===== src/rtl/iob_bus_arbiter.sv =====
// Round-robin arbiter sharing one IOb slave port among N_MASTERS requesters.
// One transaction in flight at a time, with a watchdog that ends stalled transactions.
module iob_bus_arbiter #(
  parameter int N_MASTERS = 2,
  parameter int ADDR_W    = 32,
  parameter int DATA_W    = 32,
  parameter int TIMEOUT_W = 10
) (
  input  logic                           clk,
  input  logic                           rst,
  input  logic [N_MASTERS-1:0]           m_valid,
  input  logic [N_MASTERS*ADDR_W-1:0]    m_addr,
  input  logic [N_MASTERS*DATA_W-1:0]    m_wdata,
  input  logic [N_MASTERS*DATA_W/8-1:0]  m_wstrb,
  output logic [DATA_W-1:0]              m_rdata,
  output logic [N_MASTERS-1:0]           m_ready,
  output logic                           s_valid,
  output logic [ADDR_W-1:0]              s_addr,
  output logic [DATA_W-1:0]              s_wdata,
  output logic [DATA_W/8-1:0]            s_wstrb,
  input  logic [DATA_W-1:0]              s_rdata,
  input  logic                           s_ready,
  output logic [N_MASTERS-1:0]           grant,
  output logic                           timeout_err
);

  // state | meaning
  // IDLE  | no owner; arbitrate among m_valid, no slave request issued
  // BUSY  | grant holds the owner; its request is forwarded to the slave

  localparam int SW = DATA_W / 8;
  localparam int PW = $clog2(N_MASTERS);
  localparam int CW = (TIMEOUT_W > 0) ? TIMEOUT_W : 1;
  localparam bit WD_EN = (TIMEOUT_W > 0);
  localparam logic [PW-1:0] LAST = PW'(N_MASTERS - 1);
  localparam logic [PW:0] NM = (PW+1)'(N_MASTERS);

  typedef enum logic {IDLE, BUSY} state_t;

  state_t        state;
  logic [PW-1:0] ptr;
  logic [PW-1:0] gidx;
  logic [PW-1:0] win;
  logic [PW-1:0] next_ptr;
  logic [PW:0]   rr_sum;
  logic          win_found;
  logic [CW-1:0] wd_cnt;
  logic          busy;
  logic          owner_valid;
  logic          wd_max;
  logic          done;
  logic          tmo;
  logic          abandon;

  // Circular search upward from ptr; the first requester found wins.
  always_comb begin
    win       = ptr;
    win_found = 1'b0;
    rr_sum    = '0;
    for (int i = 0; i < N_MASTERS; i++) begin
      rr_sum = {1'b0, ptr} + (PW+1)'(i);
      if (rr_sum >= NM) rr_sum = rr_sum - NM;
      if (!win_found && m_valid[rr_sum[PW-1:0]]) begin
        win       = rr_sum[PW-1:0];
        win_found = 1'b1;
      end
    end
  end

  assign busy        = (state == BUSY);
  assign owner_valid = m_valid[gidx];
  assign wd_max      = WD_EN && (wd_cnt == '1);
  assign done        = busy && owner_valid && s_ready;
  // A response landing on the same cycle as the watchdog limit wins over the timeout.
  assign tmo         = busy && owner_valid && !s_ready && wd_max;
  assign abandon     = busy && !owner_valid;
  assign next_ptr    = (gidx == LAST) ? '0 : gidx + 1'b1;

  assign s_valid     = busy && owner_valid && !tmo;
  assign s_addr      = busy ? m_addr[gidx*ADDR_W +: ADDR_W]  : '0;
  assign s_wdata     = busy ? m_wdata[gidx*DATA_W +: DATA_W] : '0;
  assign s_wstrb     = busy ? m_wstrb[gidx*SW +: SW]         : '0;
  assign m_ready     = (done || tmo) ? grant : '0;
  assign m_rdata     = tmo ? '1 : s_rdata;
  assign timeout_err = tmo;

  always_ff @(posedge clk or posedge rst) begin
    if (rst) begin
      state  <= IDLE;
      grant  <= '0;
      gidx   <= '0;
      ptr    <= '0;
      wd_cnt <= '0;
    end else begin
      case (state)
        IDLE: begin
          if (|m_valid) begin
            state  <= BUSY;
            gidx   <= win;
            grant  <= {{(N_MASTERS-1){1'b0}}, 1'b1} << win;
            wd_cnt <= '0;
          end
        end
        BUSY: begin
          if (done || tmo || abandon) begin
            state <= IDLE;
            grant <= '0;
            ptr   <= next_ptr;
          end else if (WD_EN) begin
            wd_cnt <= wd_cnt + 1'b1;
          end
        end
        default: begin
          state <= IDLE;
          grant <= '0;
        end
      endcase
    end
  end

endmodule


===== config.mk =====
export PLATFORM = sky130hd
export DESIGN_NAME = iob_bus_arbiter
export DESIGN_NICKNAME = d
export VERILOG_FILES = /design/src/rtl/iob_bus_arbiter.sv
export SDC_FILE = /design/constraint.sdc
export NUM_CORES = 1
export LEC_CHECK = 0
export ABC_AREA = 1
export BUFFER_PORTS_ARGS = -buffer_cell sky130_fd_sc_hd__buf_2
export CAP_MARGIN = 20
export CORE_AREA = 2 2 109 111
export CTS_CLUSTER_SIZE = 40
export DETAILED_ROUTE_END_ITERATION = 12
export DIE_AREA = 0 0 111 113
export PLACE_DENSITY = 0.51
export SLEW_MARGIN = 10
export SYNTH_ARGS = -nofsm -noshare
export SYNTH_HDL_FRONTEND = slang
export SYNTH_SLANG_ARGS = --single-unit

===== constraint.sdc =====
create_clock -name clk -period 3.2 [get_ports clk]
set_input_delay 0.16 -clock clk [delete_from_list [all_inputs] [get_ports clk]]
set_output_delay 0.16 -clock clk [all_outputs]
set_load 0.01 [all_outputs]

==> metrics.md <==
| Metric | Value |
|---|---|
| Status | `finished with violations` |
| Failing checks | `hold timing` |
| Final wirelength | `9.98 mm` |
| Cell chosen for the clock root | `clkbuf_16` |
| Met1 usage | `17.2%` |
| Die Ht | `113 µm` |
| Cts hold-fix bufs | `0` |
| DR WL/cell | `12.9 µm` |
| I/O pin count | `279` |
| Detailed Routing Iterations Pass 1 | `4` |
| Die W | `111 µm` |
| DR iter-0 viols | `140` |
| PostCTS Resize Cnt | `0` |
| Top cell by count, worst path | `nor2_4` |
| Final setup vio count | `0` |
| Synth top cells by count | `nor2_1, o21ai_0, or2_1, nand2_1, clkbuf_1` |
| Post-CTS setup buffer count | `0` |
| First-pass GRT wire length | `15.7 mm` |
| Number of global-route vias before repair | `3,149` |
| Total power draw | `2.27 mW` |
| Post-Syn Nets | `548` |
| Kind of critical path | `reg2out` |
| CP max stage cell | `nor2_4` |
| TritonCTS Sinks | `15` |
| EDFF count, synth | `0` |
| RR Startpoint | `wd_cnt[0]` |
| Max-cap violation count | `0` |
| Unique masters post-synth | `29` |
| Clock Latency Late Sink | `0.24 ns` |
| Hold slack | `-0.0187 ns` |
| Slew Limit Headroom | `54.0%` |
| Leak | `2.10 nW` |
| CTS tree | `done` |
| Row count | `39` |
| Core Footprint | `0.0113 mm²` |
| Worst-Margin Slew | `0.690 ns` |
| Final Hold Viols | `15` |
| Met3 Resource Use GR | `4.55%` |
| VDD IR max | `280 µV` |
| Clock Skew | `0.00120 ns` |
| Input/output buffers | `278` |
| WP data arrival | `2.00 ns` |
| Worst Path Required | `3.04 ns` |
| Initial antenna violation count | `0` |
| R2R cell count | `8` |
| Post-synth top area share | `26.5%` |
| Setup TNS | `0 ns` |
| Via count | `3,304` |
| PwrDens | `627 mW/mm²` |
| Antenna fix cells | `0` |
| Seq/Total Area, Yosys | `18.0%` |
| Element type at the critical path end | `output pin` |
| Avg Inst Size Synth | `5.57 µm²` |
| Fin nets | `807` |
| Crit share post-route | `67.5%` |
| Ys Warns | `0` |
| Crit-path max cell delay | `0.46 ns` |
| CP startpoint kind | `register` |
| Leading area contributor after synthesis | `nor2_1` |
| Clock-pin slew on the worst setup and hold paths | `0.05 ns` |
| Count leader, synth | `nor2_1` |
| Crit-path cells | `ha_1, nand2_1, nor2_4, nand3_2, nor2_4, or2_2, buf_2` |
| Synth Flop Type | `dfrtp_1` |
| Synthesized cell area | `0.00208 mm²` |
| Seq cells post-synth | `15` |
| Hold Crit Class | `in2async` |
| RSZ-0062 raised after global routing | `false` |
| Cells after Synth | `374` |
| Crit path max fanout | `35` |
| Tot GR Track Use | `15.1%` |
| Layout area overhead | `73.3%` |
| Via density per instance | `4.26` |
| Crit. Startpoint | `wd_cnt[0]` |
| Largest net degree at the start of global routing | `71` |
| Fin crit period | `2.16 ns` |
| Initial Util | `18.5%` |
| Layout cells sized above 1 | `48.3%` |
| Slew Viols, Final | `0` |
| Final GP Congestion | `0.876` |
| Top post-synthesis cells by area | `nor2_1, dfrtp_1, o21ai_0` |
| Grt peak-use layer | `met2` |
| GR Layer Usage met2 | `28.0%` |
| Post-detail-place hpwl | `8.36 mm` |
| GRT Residual Overflow | `0` |
| FFs w/ async S/R, synth | `100%` |
| H-tree levels | `1` |
| Achievable Freq | `463 MHz` |
| CTS Buffer Depth | `2` |
| Die area | `0.0125 mm²` |
| Post-route antenna net violation count | `0` |
| Num CTS Buffers | `3` |
| Residual DRC | `0` |
[cells in the final DEF (no fill, tap or decap), types with 5 or more instances in the layout]
master   count
buf_2      278
nor2_1     147
o21ai_0     72
or2_1       28
nand2_1     25
nand3_1     14
dfrtp_1     13
inv_1       12
o21ai_1      5
[kinds of logic (layout without fill, tap and decap cells)]
family          count (synthesis)  after routing  share of synthesized area [%]
simple gates                  232            232                           50.1
compound gates                 80             80                           19.5
buf+inv                        42            300                           10.1
flops                          15             15                           18.0
xor+xnor                        4              4                           1.68
fa+ha+maj                       1              1                          0.600
[path summary, 6_finish.rpt]
path,to,slack (ns)
hold / removal,wd_cnt[2],-0.02
max in group asynchronous,gidx,2.79
hold reg to reg,wd_cnt[7],0.52
min in group clk,grant[1],0.25
setup / recovery,m_rdata[31],1.04
setup reg to reg,grant[0],1.38
[state kept, by name, indices dropped and copies added (netlist names)]
| signal | cells |
|---|---|
| busy | 1 |
| ptr | 1 |
| grant | 2 |
| gidx | 1 |
| wd_cnt | 10 |
[worst max-delay path: cells and delay by family (launching register included)]
family	cells	cell delay [ns]
fa+ha+maj	1	0.18
buf+inv	1	0.12
flops	1	0.39
simple gates	5	1.06
[stage by stage]
step | utilization [%] | instance area [µm²] | std cells | worst slack (ns)
after floorplan | - | 2080 | 374 | 1.66
after global placement | 31.3 | 3530 | 770 | 1.22
after detailed placement | 31.3 | 3530 | 770 | 1.25
after CTS | 32.0 | 3600 | 774 | 0.993
after global routing | 32.0 | 3610 | 775 | 0.790
final | 32.0 | 3610 | 775 | 1.04
[report_power, final]
part	internal, mW	switching (mW)
registers	0.232	0.106
logic	0.623	1.06
clock network	0.169	0.0725
[cell type report]
type	count	area (µm²)
flip-flops and latches	15	378
well taps	143	179
repair buffers	282	1420
fillers	1267	7660
clock buffers	4	78.8
inverters	14	56.3
multi-input cells	317	1500
[per-layer routing]
layer | vias up | part of all wire (%)
met4 | 0 | 1.5
met3 | 10 | 8.5
met5 | - | 0
met2 | 153 | 51
li1 | 1706 | -
met1 | 1435 | 39
Power figures use the tool's default switching activity.
